[src/rtl/bp_update_ctrl.sv]
// bp_update_ctrl: sequences every write into the branch predictor's counter
// and history tables.
//   - After reset or flush_req, sweeps all 2^(PC_W+HIST_W) counter entries to
//     2'b01 and every history entry to 0 (BOOT -> SWEEP -> RUN).
//   - Resolved-branch updates from EX are buffered in a small FIFO and
//     issued to the predictor one per cycle while in RUN.
//   - Keeps saturating branch / misprediction counters for the status bus.
// Ports:
//   clk, rstn                       clock, async active-low reset
//   flush_req                       re-initialise tables, drop queued updates
//   upd_valid/upd_pc/upd_taken/
//   upd_mispredict, upd_ready       update push handshake from EX
//   rec_we/rec_pc/rec_data          predictor update (FIFO head)
//   init_we/init_hist_we/init_idx   table initialisation sweep
//   busy                            sweep pending or in progress
//   stat_clr, branch_cnt,
//   mispred_cnt                     statistics
module bp_update_ctrl #(
    parameter int unsigned PC_W       = 5,
    parameter int unsigned HIST_W     = 3,
    parameter int unsigned FIFO_DEPTH = 4
) (
    input  logic                   clk,
    input  logic                   rstn,
    input  logic                   flush_req,
    input  logic                   upd_valid,
    input  logic [PC_W-1:0]        upd_pc,
    input  logic                   upd_taken,
    input  logic                   upd_mispredict,
    output logic                   upd_ready,
    output logic                   rec_we,
    output logic [PC_W-1:0]        rec_pc,
    output logic                   rec_data,
    output logic                   init_we,
    output logic                   init_hist_we,
    output logic [PC_W+HIST_W-1:0] init_idx,
    output logic                   busy,
    input  logic                   stat_clr,
    output logic [15:0]            branch_cnt,
    output logic [15:0]            mispred_cnt
);

    localparam int unsigned IDX_W  = PC_W + HIST_W;
    localparam int unsigned PTR_W  = $clog2(FIFO_DEPTH);
    localparam int unsigned CNT_W  = PTR_W + 1;
    localparam int unsigned STAT_W = 16;

    localparam logic [1:0] S_BOOT  = 2'd0;
    localparam logic [1:0] S_SWEEP = 2'd1;
    localparam logic [1:0] S_RUN   = 2'd2;

    typedef struct packed {
        logic [PC_W-1:0] pc;
        logic            taken;
    } upd_entry_t;

    logic [1:0]       state;
    logic [1:0]       next_state;
    logic [IDX_W-1:0] idx_q;
    logic [IDX_W-1:0] idx_d;

    upd_entry_t       fifo_mem [FIFO_DEPTH];
    logic [PTR_W-1:0] wr_ptr;
    logic [PTR_W-1:0] rd_ptr;
    logic [CNT_W-1:0] fifo_cnt;
    logic             fifo_full;
    logic             fifo_empty;
    logic             push;
    logic             pop;

    logic [STAT_W-1:0] branch_q;
    logic [STAT_W-1:0] mispred_q;

    // State and sweep index register
    always_ff @(posedge clk or negedge rstn) begin
        if (!rstn) begin
            state <= S_BOOT;
            idx_q <= '0;
        end else begin
            state <= next_state;
            idx_q <= idx_d;
        end
    end

    // Next-state and sweep index; flush restarts from BOOT in any state
    always_comb begin
        next_state = state;
        idx_d      = idx_q;
        case (state)
            S_BOOT: begin
                next_state = S_SWEEP;
                idx_d      = '0;
            end
            S_SWEEP: begin
                if (idx_q == {IDX_W{1'b1}}) begin
                    next_state = S_RUN;
                    idx_d      = '0;
                end else begin
                    idx_d = idx_q + IDX_W'(1);
                end
            end
            S_RUN: begin
                next_state = S_RUN;
            end
            default: begin
                next_state = S_BOOT;
                idx_d      = '0;
            end
        endcase
        if (flush_req) begin
            next_state = S_BOOT;
            idx_d      = '0;
        end
    end

    // Sweep and status outputs decoded from state
    assign init_we      = (state == S_SWEEP);
    assign init_hist_we = init_we & (idx_q[HIST_W-1:0] == '0);
    assign init_idx     = idx_q;
    assign busy         = (state != S_RUN);

    // FIFO handshake; full blocks pushes even when a pop happens this cycle
    assign fifo_full  = (fifo_cnt == CNT_W'(FIFO_DEPTH));
    assign fifo_empty = (fifo_cnt == '0);
    assign upd_ready  = (state != S_BOOT) & ~fifo_full;
    assign push       = upd_valid & upd_ready;
    assign rec_we     = (state == S_RUN) & ~fifo_empty;
    assign pop        = rec_we;

    // FIFO pointers and occupancy; flush discards the push and the popped head
    always_ff @(posedge clk or negedge rstn) begin
        if (!rstn) begin
            wr_ptr   <= '0;
            rd_ptr   <= '0;
            fifo_cnt <= '0;
        end else if (flush_req) begin
            wr_ptr   <= '0;
            rd_ptr   <= '0;
            fifo_cnt <= '0;
        end else begin
            if (push) begin
                wr_ptr <= wr_ptr + PTR_W'(1);
            end
            if (pop) begin
                rd_ptr <= rd_ptr + PTR_W'(1);
            end
            case ({push, pop})
                2'b10:   fifo_cnt <= fifo_cnt + CNT_W'(1);
                2'b01:   fifo_cnt <= fifo_cnt - CNT_W'(1);
                default: fifo_cnt <= fifo_cnt;
            endcase
        end
    end

    // FIFO storage; contents are don't-care while the slot is unoccupied
    always_ff @(posedge clk) begin
        if (push && !flush_req) begin
            fifo_mem[wr_ptr] <= '{pc: upd_pc, taken: upd_taken};
        end
    end

    assign rec_pc   = fifo_mem[rd_ptr].pc;
    assign rec_data = fifo_mem[rd_ptr].taken;

    // Saturating statistics; clear wins over a same-cycle increment
    always_ff @(posedge clk or negedge rstn) begin
        if (!rstn) begin
            branch_q  <= '0;
            mispred_q <= '0;
        end else if (stat_clr) begin
            branch_q  <= '0;
            mispred_q <= '0;
        end else if (push) begin
            if (branch_q != {STAT_W{1'b1}}) begin
                branch_q <= branch_q + STAT_W'(1);
            end
            if (upd_mispredict && (mispred_q != {STAT_W{1'b1}})) begin
                mispred_q <= mispred_q + STAT_W'(1);
            end
        end
    end

    assign branch_cnt  = branch_q;
    assign mispred_cnt = mispred_q;

endmodule
[config.mk]
export PLATFORM = sky130hd
export DESIGN_NAME = bp_update_ctrl
export DESIGN_NICKNAME = d
export VERILOG_FILES = /design/src/rtl/bp_update_ctrl.sv
export SDC_FILE = /design/constraint.sdc
export NUM_CORES = 1
export LEC_CHECK = 0
export CAP_MARGIN = 20
export CORE_ASPECT_RATIO = 0.6
export CORE_MARGIN = 5
export CORE_UTILIZATION = 55
export CTS_BUF_LIST = sky130_fd_sc_hd__clkbuf_8
export CTS_CLUSTER_DIAMETER = 150
export DETAILED_ROUTE_END_ITERATION = 7
export PLACE_DENSITY = 0.78
export SLEW_MARGIN = 30
export SYNTH_ARGS = -nofsm -noshare
export SYNTH_HDL_FRONTEND = slang
export SYNTH_SLANG_ARGS = --single-unit
[constraint.sdc]
create_clock -name clk -period 2.8 [get_ports clk]
set_input_delay 0.7 -clock clk [delete_from_list [all_inputs] [get_ports clk]]
set_output_delay 0.7 -clock clk [all_outputs]
set_load 0.02 [all_outputs]
# --- Word level (Yosys, flattened, before mapping) ---
# Memory sizes are Yosys's and may differ from the RTL's.
# Index checks and enable logic that the tools add are counted.
word_totals:
  register_bits: 49
  mem_bits_rw: 24
  input_bits: 12
  elab_cells: 67
  n_memories: 1
mem_list:
  columns: ["name", "depth", "width", "read_ports", "rd_clocked_by_memory_dff", "wr", "line_no", "rtl"]
  rows:
  - ["fifo_mem", 4, 6, 1, 0, 1, "62", "upd_entry_t fifo_mem [FIFO_DEPTH];"]
classes:
  n_addsub: 7
  eq_ne: 11
  muxes: 20
  bitwise_logic: 6
  reduce_logical: 15
ops:
  columns: ["cell", "n"]
  rows:
  - ["two-way mux 16 bit", 6]
  - ["adder 16 x 1 -> 16 bit (second input constant)", 2]
  - ["!= test 16 bit (second input constant)", 2]
  - ["two-way mux 8 bit", 2]
  - ["one-hot mux 8 bit (2 select lines)", 1]
  - ["two-way mux 2 bit", 6]
  - ["nonzero test 2 bit", 6]
  - ["adder 8 x 1 -> 8 bit (second input constant)", 1]
  - ["== test 8 bit (second input constant)", 1]
  - ["zero test 3 bit", 2]
  - ["one-hot mux 2 bit (3 select lines)", 1]
  - ["one-hot mux 3 bit (2 select lines)", 1]
  - ["adder 2 x 1 -> 2 bit (second input constant)", 2]
  - ["AND 1 bit", 4]
  - ["== test 2 x 1 -> 1 bit (second input constant)", 2]
  - ["== test 2 bit (second input constant)", 2]
  - ["!= test 2 bit (second input constant)", 2]
  - ["AND reduction 2 bit", 2]
  - ["adder 3 x 1 -> 3 bit (second input constant)", 1]
  - ["== test 3 bit (second input constant)", 1]
  - ["two-way mux 3 bit", 1]
  - ["!= test 3 x 2 -> 1 bit (second input constant)", 1]
  - ["nonzero test 3 bit", 1]
  - ["subtractor 3 x 1 -> 3 bit (second input constant)", 1]
  - ["5 further kinds", 8]

# --- Logic depth before layout (Yosys ltp) ---
# Gate-level depths: netlist (run 1).
depth:
  depth_word: 7
  ltp_mapped: 8

# --- Worst setup path after synthesis (run 1) ---
# OpenSTA, ideal clock, no wires.
synth_path:
  path_kind: "register -> register"
  start: "reg state[0]"
  end: "reg fifo_cnt[2]"
  arrival_time_ps: 2226
  slack_ps: 449
  stages_incl_launch_ff: 9
  synth_period_minus_slack_ps: 2351
  cell_sequence: "dfrtp_1 -> inv_1 -> ha_1 -> clkbuf_1 -> o31a_1 -> a21boi_2 -> fa_1 -> mux2i_1 -> mux2_2"
synth_rtl:
  columns: ["item", "line_no", "rtl"]
  rows:
  - ["from (decl)", "57", "logic [1:0] state;"]
  - ["from (signal assigned)", "80", "state <= next_state;"]
  - ["== test 2 bit *", "127", "assign rec_we = (state == S_RUN) & ~fifo_empty;"]
  - ["AND 1 bit *", "127", null]
  - ["named net rec_we", "31", "output logic rec_we,"]
  - ["== test 2 x 1 -> 1 bit / == test 2 bit (equally long branches)", "147", "case ({push, pop})"]
  - ["one-hot mux 3 bit (2 select lines)", "147", null]
  - ["two-way mux 3 bit", "136", "end else if (flush_req) begin"]
  - ["to (signal assigned)", "148", "2'b10: fifo_cnt <= fifo_cnt + CNT_W'(1);"]
  - ["to (signal assigned)", "149", "2'b01: fifo_cnt <= fifo_cnt - CNT_W'(1);"]
  - ["to (signal assigned)", "150", "default: fifo_cnt <= fifo_cnt;"]
  - ["to (decl)", "65", "logic [CNT_W-1:0] fifo_cnt;"]
# Mark *: on every way through the listed nets, which the timed path passes. The rest lies on a longest branch.
# A chain may end at the register's enable or synchronous reset.

# --- Final worst setup path (run 1) ---
layout_path:
  start: "reg rd_ptr[0]"
  end: "out rec_pc[0]"
layout_via:
  elab_chain_cells: 1
layout_rtl:
  columns: ["item", "line_no", "rtl"]
  rows:
  - ["from (decl)", "64", "logic [PTR_W-1:0] rd_ptr;"]
  - ["from (signal assigned)", "145", "rd_ptr <= rd_ptr + PTR_W'(1);"]
  - ["memory (4 x 6 bit)", null, null]
  - ["to (decl)", "32", "output logic [PC_W-1:0] rec_pc,"]
# Every way passes these cells.

==> impl_metrics.yaml, run 1 <==
power_and_ir_drop:
  power_density_nw_per_um2: 571
  irDropWorstVdd_mv: 0.478
  p_leak_nw: 1.76
worst_setup_path:
  timing.rr.start: "state[0]"
  r2r_slack_ns: 0.44
  end_kind: "primary output"
  crit_path_start_kind: "flop"
  path_max_fanout: 8
  crit_type: "reg2out"
  startpoint: "rd_ptr[0]"
  worstPathArrival_ns: 1.98
  worstPathRequired_ns: 2.10
grt:
  grt_max_degree: 50
  globalRouteMet2Util: 0.319
  use_met1: 0.281
  grt_use_met3: 0.0676
  antenna_found_initial: 0
  gr-usage-all-layers: 0.204
  grt_busiest_layer: "met2"
  grt_pass1_wl_um: 14300
  grt_pass1_vias: 2858
  grt-ovfl-total: 0
floorplanning:
  die_area_sq_um: 8840
  initial_core_util: 0.572
  pin_count: 63
  core_area_sq_um: 6730
  row_count: 23
  die_w_um: 118
  die_h_um: 74.9
clock_network:
  cts_sinks: 73
  tritoncts: "built"
  h-tree-depth: 3
  clk_latency_ns: 0.35
  numCtsBuffers: 9
  clock_path_buffers: 2
  root_buffer: "clkbuf_8"
  path_clk_slew_ns: 0.07
synth:
  synth_cells: 353
  ys_seq_elements: 73
  ys_seq_area_frac: 0.505
  synth_top_family_by_area: "simple AND/OR/NAND/NOR gates"
  synth_ff_type: "dfrtp_1"
  yosysWarningCount: 0
  synth_compound_area_frac: 0.0815
  syn-num-nets: 377
  synth_top_area_frac: 0.318
  synth-simple-area-share: 0.233
  syn_avg_cell_area_sq_um: 10.9
  async_reset_ff_frac: 0.671
  yosysUniqueCellTypes: 46
  synth_area_leaders: "dfrtp_1 32%, edfxtp_1 19%, mux2_2 5.0%"
  post-synth-top-area-cell: "dfrtp_1"
  synthMuxAreaShare: 0.0977
  synthAdderAreaFrac: 0.0409
  synth_edf_count: 24
  synth_area_sq_um: 3850
  synth_xor_area_frac: 0.0159
run_status:
  outcome: "completed"
sta:
  hold_slack_ns: 0.442
  finalHoldViolations: 0
  fin_tns_setup_ns: 0
  clock_skew_ns: 0.00800
  finalSetupViolCount: 0
  max_slew_margin: 0.482
  slew_violations: 0
  fin_crit_sh: 0.958
  rsz0062_at_grt: "no"
  fmax_ghz: 0.373
  worst_slew_pin_slew_ns: 0.771
  min_period_ns: 2.68
routing:
  wl_per_cell_um: 16.9
  drt-total-wl_um: 8610
  vias: 3029
  drt-pass1-iter-count: 4
  drtIter0Drc: 243
  final_antenna_net_count: 0
  post-route-drc-count: 0
  vias_per_cell: 5.94
hold_path:
  hold_path.class: "in2async"
cells_and_area:
  syn_to_final_growth_pct: 22.9
  n_antenna_cell: 0
  fin_nets: 442
  layout-drive-gt1-share: 0.128
placed_design:
  place.gp.congestion: 0.833
  placement.io_buffers: 62
  place_hpwl_um: 6100
job:
  drv_cap: 0
==> cells by family after synthesis <==
| group | count (synthesis) |
|---|---|
| xor+xnor | 7 |
| buf+inv | 25 |
| simple gates | 158 |
| mux | 28 |
| flops | 73 |
| fa+ha+maj | 12 |
| compound gates | 50 |
==> synthesized netlist by cell type, types with 3 or more instances <==
master,instances
dfrtp_1,49
inv_1,10
and4_1,4
or4_1,13
buf_2,4
o21ai_0,7
nand2b_1,4
nor2b_1,18
nand3_1,19
nor4b_1,3
ha_1,11
mux4_2,6
nand4_1,9
or3b_2,3
nor4_1,11
edfxtp_1,24
nor3_1,9
xnor2_1,6
o31ai_1,9
mux2_2,17
mux2i_1,5
nand2_1,14
clkbuf_1,9
a21oi_1,21
and2_1,4
nor2_1,35
or3_1,3
==> layout by cell type (no fill, tap or decap), types with 12 or more instances in the layout <==
cell type | Yosys | layout
a21oi_1 | 21 | 21
clkdlybuf4s50_1 | 0 | 61
dfrtp_1 | 49 | 48
edfxtp_1 | 24 | 24
inv_1 | 10 | 12
mux2_2 | 17 | 17
nand2_1 | 14 | 14
nand3_1 | 19 | 19
nor2_1 | 35 | 35
nor2b_1 | 18 | 18
or4_1 | 13 | 13
==> what timing repair did <==
item	in CTS	in global routing
hold buffers	0	0
endpoints found under the setup margin	6	1
setup buffers	0	0
gates resized for setup	1	1
==> final cells by class <==
| cell class | count | area [sq um] |
|---|---|---|
| clock inverter | 7 | 40.0 |
| multi-input combinational | 255 | 1810 |
| inverter | 10 | 37.5 |
| timing repair buffer | 69 | 668 |
| tap | 87 | 109 |
| sequential | 73 | 1950 |
| fill | 519 | 2000 |
| clock buffer | 9 | 124 |
==> metal layers <==
| metal | routed length [um] | up-vias | part of all wire |
|---|---|---|---|
| li1 | - | 1448 | - |
| met1 | 4070 | 1468 | 0.47 |
| met2 | 3930 | 102 | 0.46 |
| met3 | 527 | 11 | 0.061 |
| met4 | 82 | 0 | 0.0095 |
| met5 | 0 | - | 0 |
==> worst paths after layout <==
| kind | to | depth (start not counted) |
|---|---|---|
| setup / recovery | rec_pc[0] | 2 |
| hold / removal | mispred_cnt[3] | 2 |
| setup reg to reg | branch_cnt[11] | 6 |
| hold reg to reg | init_idx[7] | 2 |
| max in group asynchronous | rd_ptr[0] | 2 |
| min in group clk | init_idx[7] | 2 |
==> report_power, final <==
part           total [mW]  internal [mW]  switching [mW]
logic               0.736          0.329           0.407
clock network       0.699          0.311           0.388
registers            1.27           1.18          0.0904
total                2.71           1.82           0.885
==> flip-flops by register name, indices dropped and copies added, names as in the netlist <==
signal,count
branch_cnt,16
fifo_cnt,3
fifo_mem,24
init_idx,8
mispred_cnt,16
rd_ptr,2
state,2
wr_ptr,2
==> metrics by stage <==
stage                     utilization  power [mW]  setup WS, ns  instance area, sq um  instances
final                           0.703        2.71         0.119                  4740        510
after detailed placement        0.679        2.03       -0.0267                  4570        494
after floorplan                     -        1.73         0.449                  3850        353
after global placement          0.679        1.99        0.0147                  4570        494
after global routing            0.703        2.86        0.0103                  4740        510
after CTS                       0.703        2.73        0.0562                  4730        510
==> worst max-delay path, cell delays in order (launching register included) <==
cell             delay [ns]
dfrtp_2                0.52
mux4_2                 0.55
clkdlybuf4s50_1        0.56
Note: power is estimated with default switching activity, not from simulation.
==> run 2, diff against run 1 <==
--- a/config.mk
+++ b/config.mk
@@ -5,14 +5,14 @@
 export SDC_FILE = /design/constraint.sdc
 export NUM_CORES = 1
 export LEC_CHECK = 0
+export ABC_AREA = 1
 export CAP_MARGIN = 20
 export CORE_ASPECT_RATIO = 0.6
-export CORE_MARGIN = 5
-export CORE_UTILIZATION = 55
+export CORE_UTILIZATION = 56
 export CTS_BUF_LIST = sky130_fd_sc_hd__clkbuf_8
 export CTS_CLUSTER_DIAMETER = 150
 export DETAILED_ROUTE_END_ITERATION = 7
-export PLACE_DENSITY = 0.78
+export PLACE_DENSITY = 0.79
 export SLEW_MARGIN = 30
 export SYNTH_ARGS = -nofsm -noshare
 export SYNTH_HDL_FRONTEND = slang
==> run 2 against run 1 <==
The run now ends with DRC left. Combinational power grew 7.5%. Setup slack gained 0.013 ns. Register-to-register slack gained 0.16 ns. Design area grew 5.0%. Core utilization grew 2.3 points. Cell count grew 28%. Power grew 6.8%. Sequential share of layout area shrank 2.0 points. Non-clock buffer count shrank 2. Clock skew grew 0.0032 ns. Routed wire length grew 8.7%. Critical path type unchanged. Largest cell class unchanged.
==> impl_metrics.yaml, run 2 <==
run_status:
  outcome: "finished with violations"
  violations: "DRC"
power_and_ir_drop:
  switchingPower_mw: 0.980
  p_int_mw: 1.91
  clockPowerShare: 0.293
  irDropWorstVdd_mv: 0.422
  p_sw_frac: 0.339
  combPwrFrac: 0.274
  power_frac_seq: 0.434
  power_density_nw_per_um2: 581
  p_total_mw: 2.89
  p_leak_nw: 2.15
sta:
  finalHoldViolations: 0
  rsz0062_at_grt: "no"
  fmax_ghz: 0.375
  max_slew_margin: 0.591
  hold_slack_ns: 0.352
  slew_violations: 0
  fin_crit_sh: 0.953
  setup_ws_ns: 0.131
  worst_slew_pin_slew_ns: 0.613
  clock_skew_ns: 0.0112
  min_period_ns: 2.67
  finalSetupViolCount: 0
  fin_tns_setup_ns: 0
synth:
  syn-num-nets: 516
  synth_common_cells: "130 x nand2_1, 69 x nor2_1, 49 x dfrtp_1"
  ys_seq_elements: 73
  ys_seq_area_frac: 0.479
  async_reset_ff_frac: 0.671
  synth_area_leaders: "dfrtp_1 30%, edfxtp_1 18%, nand2_1 12%"
  post-synth-top-area-cell: "dfrtp_1"
  yosysWarningCount: 0
  yosysUniqueCellTypes: 37
  synth_top_area_frac: 0.301
  syn_avg_cell_area_sq_um: 8.27
  synth_cells: 492
  yosysMostFrequentCell: "nand2_1"
  synth_edf_count: 24
  synth_ff_type: "dfrtp_1"
  synth_area_sq_um: 4070
grt:
  grt-ovfl-total: 0
  grt_pass1_vias: 3296
  grt_max_degree: 29
  gr-usage-all-layers: 0.275
  antenna_found_initial: 0
  grt_pass1_wl_um: 15900
routing:
  final_antenna_net_count: 0
  wl_per_cell_um: 14.3
  drt-total-wl_um: 9360
  drtIter0Drc: 328
  vias_per_cell: 5.55
  drt-pass1-iter-count: 8
  post-route-drc-count: 2
  vias: 3624
worst_setup_path:
  crit_type: "reg2out"
  path_max_fanout: 3
  end_kind: "primary output"
  r2r_slack_ns: 0.60
  timing.rr.start: "state[0]"
  crit_path_start_kind: "flop"
  startpoint: "state[0]"
  ff2ff_path_depth: 8
  worstPathArrival_ns: 1.97
  worstPathRequired_ns: 2.10
  r2r-end: "fifo_mem[0][1]"
placed_design:
  dp_slack_ns: 0.135
  dp.cells: 637
  place_hpwl_um: 6850
  place.gp.congestion: 0.912
  placement.io_buffers: 62
cells_and_area:
  layout-drive-gt1-share: 0.0972
  fin_nets: 585
  layout_common_cells: "130 x nand2_1, 69 x nor2_1, 60 x clkdlybuf4s50_1"
  final_common_cell: "nand2_1"
  stdcell_count: 653
  largest_register_ffs: 24
  syn_to_final_growth_pct: 22.3
  n_antenna_cell: 0
  top_register: "fifo_mem"
clock_network:
  cts_sinks: 73
  tritoncts: "built"
  cts.hold.buffers_added: 0
  clk_latency_ns: 0.36
  postCtsSetupRepairBufs: 0
  path_clk_slew_ns: 0.08
  clock_path_buffers: 2
  numCtsBuffers: 9
  h-tree-depth: 3
  cts_resized: 0
  root_buffer: "clkbuf_8"
floorplanning:
  die_h_um: 68.0
  pin_count: 63
  row_count: 23
  initial_core_util: 0.594
  core_area_sq_um: 6850
  die_w_um: 112
  die_area_sq_um: 7620
hold_path:
  hold_path.class: "in2async"
job:
  drv_cap: 0
==> run 2: final cells by class <==
class                      instances  area, sq um
timing repair buffer              67          668
sequential                        73         1950
multi-input combinational        361         1860
inverter                          49          188
clock buffer                      10          138
clock inverter                     6         66.3
fill                             527         1880
tap                               87          109
==> run 2: critical path: stages (launching register included) <==
cell and delay [ns]:
dfrtp_1 0.39, inv_1 0.09, ha_1 0.23, a21oi_1 0.25
clkdlybuf4s50_1 0.66
==> run 2: how the worst max path moves through the flow <==
stage / cells past startpoint / to
after floorplan: 9 / fifo_cnt[2]
after global placement: 6 / fifo_mem[2][3]
after detailed placement: 6 / fifo_mem[0][5]
after CTS: 4 / rec_pc[1]
after global routing: 4 / upd_ready
final: 4 / upd_ready
==> run 2: kinds of logic after synthesis <==
logic type               synth area share
AO/OA/AOI/OAI                      0.0831
XOR/XNOR                           0.0215
adder cells (fa/ha/maj)            0.0388
buffers and inverters              0.0646
flip-flops                          0.479
AND/OR/NAND/NOR                     0.313
==> run 2: metal layers <==
layer	track usage	vias to the layer above	wire, um
met4	0.0750	0	122
met3	0.0638	27	749
met2	0.419	155	3920
li1	-	1756	-
met5	0	-	0
met1	0.398	1686	4570
==> run 2: through the flow <==
stage                      util  cell area (sq um)
after floorplan               -               4070
after global placement    0.695               4760
after detailed placement  0.695               4760
after CTS                 0.725               4970
after global routing      0.726               4970
final                     0.726               4970
==> run 2: power groups by stage <==
stage	clock network [mW]	logic (mW)	registers [mW]
5_1_grt	0.925	0.869	1.26
3_3_place_gp	0	0.758	1.27
2_1_floorplan	0	0.487	1.28
4_1_cts	0.867	0.789	1.25
6_report	0.846	0.791	1.25
3_5_place_dp	0	0.786	1.27
==> run 3, diff against run 2 <==
--- a/config.mk
+++ b/config.mk
@@ -17,3 +17,4 @@
 export SYNTH_ARGS = -nofsm -noshare
 export SYNTH_HDL_FRONTEND = slang
 export SYNTH_SLANG_ARGS = --single-unit
+export TNS_END_PERCENT = 50
==> results of run 3 <==
Final layout, timing and power as in run 2 (identical DEF).
==> edit (config.mk and constraints of run 3) <==
Make the reset (`rstn`) synchronous in 3 clocked blocks. Comments in the files are not updated.
--- a/src/rtl/bp_update_ctrl.sv
+++ b/src/rtl/bp_update_ctrl.sv
@@ -72,7 +72,7 @@
     logic [STAT_W-1:0] mispred_q;
 
     // State and sweep index register
-    always_ff @(posedge clk or negedge rstn) begin
+    always_ff @(posedge clk) begin
         if (!rstn) begin
             state <= S_BOOT;
             idx_q <= '0;
@@ -128,7 +128,7 @@
     assign pop        = rec_we;
 
     // FIFO pointers and occupancy; flush discards the push and the popped head
-    always_ff @(posedge clk or negedge rstn) begin
+    always_ff @(posedge clk) begin
         if (!rstn) begin
             wr_ptr   <= '0;
             rd_ptr   <= '0;
@@ -163,7 +163,7 @@
     assign rec_data = fifo_mem[rd_ptr].taken;
 
     // Saturating statistics; clear wins over a same-cycle increment
-    always_ff @(posedge clk or negedge rstn) begin
+    always_ff @(posedge clk) begin
         if (!rstn) begin
             branch_q  <= '0;
             mispred_q <= '0;
Behaviour: differs if rstn is asserted again (counterexample within 4 cycles, from zero or initial values and one cycle with rstn low); with rstn held inactive, the same outputs for 10 cycles.
==> edit against run 3 <==
  * Register-to-register slack lost 0.20 ns
  * Wire length fell by 8.2%
  * Global-route usage decreased by 1.1 points
  * Setup slack gained 0.050 ns
  * Cell area decreased by 4.7%
  * Hold slack gained 0.13 ns
  * Fmax is 1.9% higher
  * Critical path depth unchanged
  * Sequential cell count rose by 2
  * Synthesized area fell by 5.2%
  * Synthesized cell count fell by 0.41%
  * Final cell count down 0.61%
Power is not compared: it rests on default switching activity, and its combinational part moved more than twofold at a synthesized area within 25%.
==> edit: results (changes against run 3) <==
[yosys]
synthesis.nets = 515  ; -0.19%
async_reset_ff_frac = 0  ; -0.671
synth_cells = 490  ; -0.41%
netlist_top_cells_count = nand2_1 (106), nor2_1 (85), dfxtp_1 (51), inv_1 (45), o21ai_0 (30)
yosysSeqAreaShare = 0.452  ; -0.0268
synthTopCellsByArea = dfxtp_1 (26%), edfxtp_1 (19%), nand2_1 (10%)

[global_routing]
grt_first_pass_wirelength_um = 14400  ; -9.3%
grt_pass1_vias = 3115  ; -5.5%
grt_max_degree = 19  ; -34%

[setup_path]
r2r_end = fifo_cnt[2]
max_stage_delay_ns = 0.64  ; -0.02 ns
rrSetupSlack_ns = 0.40  ; -0.20 ns
crit_fanout = 13  ; +10
crit-reg2reg-launch = state[0]
reg2reg_depth = 12  ; +4

[placed_design]
gp_congestion = 0.860  ; -5.7%
dpl.hpwl_um = 6430  ; -6.2%
placed_area_mm2 = 0.00457  ; -4.1%
placedCellCount = 633  ; -0.63%
post-place-ws_ns = 0.178  ; +0.0433 ns

[outcome]
status = complete, no violations

[routing]
drtIter0Drc = 283  ; -14%
dr_wl_met2_um = 3660  ; -6.6%
wl_met1_um = 4230  ; -7.5%
wl_met3_um = 602  ; -20%
drt_first_pass_iters = 5  ; -3
wl_per_cell_um = 13.2  ; -7.7%

[cells_and_area]
fillCellCount = 533  ; +1.1%
fin_cells = 649  ; -0.61%
final_layout_size_suffix_gt1_frac = 0.0991  ; +0.00194

[hold_path]
holdCritPathClass = reg2reg
hp-start = rd_ptr[0]

[sta]
slew-limit-headroom = 0.657  ; +0.0653
clock_skew_ns = 0.00943  ; -0.00181 ns

[pwr]
p_leak_nw = 1.69

[edit: how the worst max path moves through the flow]
stage / depth (start not counted) / to / startpoint
3_3_place_gp: 9 / fifo_cnt[2] / upd_valid
5_1_grt: 4 / rec_pc[2] / flop
6_report: 4 / rec_data / flop
4_1_cts: 4 / rec_pc[2] / flop
3_5_place_dp: 9 / fifo_cnt[2] / upd_valid
2_1_floorplan: 11 / fifo_cnt[2] / state[0]
[edit: per-layer routing]
layer	global-route usage	vias to the layer above
met5	0	-
met4	0.0929	0
met3	0.0729	12
met2	0.402	137
met1	0.361	1549
li1	-	1740
[edit: layout make-up]
class	count	area [µm²]	share of cell area
Multi-Input combinational cell	356	1870	0.395
Clock inverter	7	43.8	0.00924
Timing Repair Buffer	67	661	0.139
Sequential cell	75	1740	0.368
Clock buffer	9	124	0.0261
Inverter	51	191	0.0404
Tap cell	84	105	0.0222
[edit: cell families after synthesis]
logic type / Yosys count / share of synthesized area
AO/OA/AOI/OAI: 74 / 0.110
adder cells (fa/ha/maj): 13 / 0.0441
XOR/XNOR: 15 / 0.0341
AND/OR/NAND/NOR: 254 / 0.298
buffers and inverters: 59 / 0.0623
flip-flops: 75 / 0.452
[edit: power groups by stage]
stage          sequential, mW  clock, mW  combinational (mW)
3_3_place_gp             1.17          0               0.153
3_5_place_dp             1.17          0               0.158
2_1_floorplan            1.17          0              0.0913
6_report                 1.14      0.724               0.159
4_1_cts                  1.14      0.738               0.159
5_1_grt                  1.14      0.786               0.175
[edit: worst reg2reg max path: stages (launching register included)]
cell	delay, ns
dfxtp_1	0.33
inv_1	0.08
ha_1	0.26
inv_2	0.10
a31oi_1	0.20
buf_4	0.17
ha_1	0.15
inv_1	0.08
fa_1	0.39
a21oi_1	0.18
o21ai_0	0.13
o21ai_0	0.15
a21oi_1	0.06
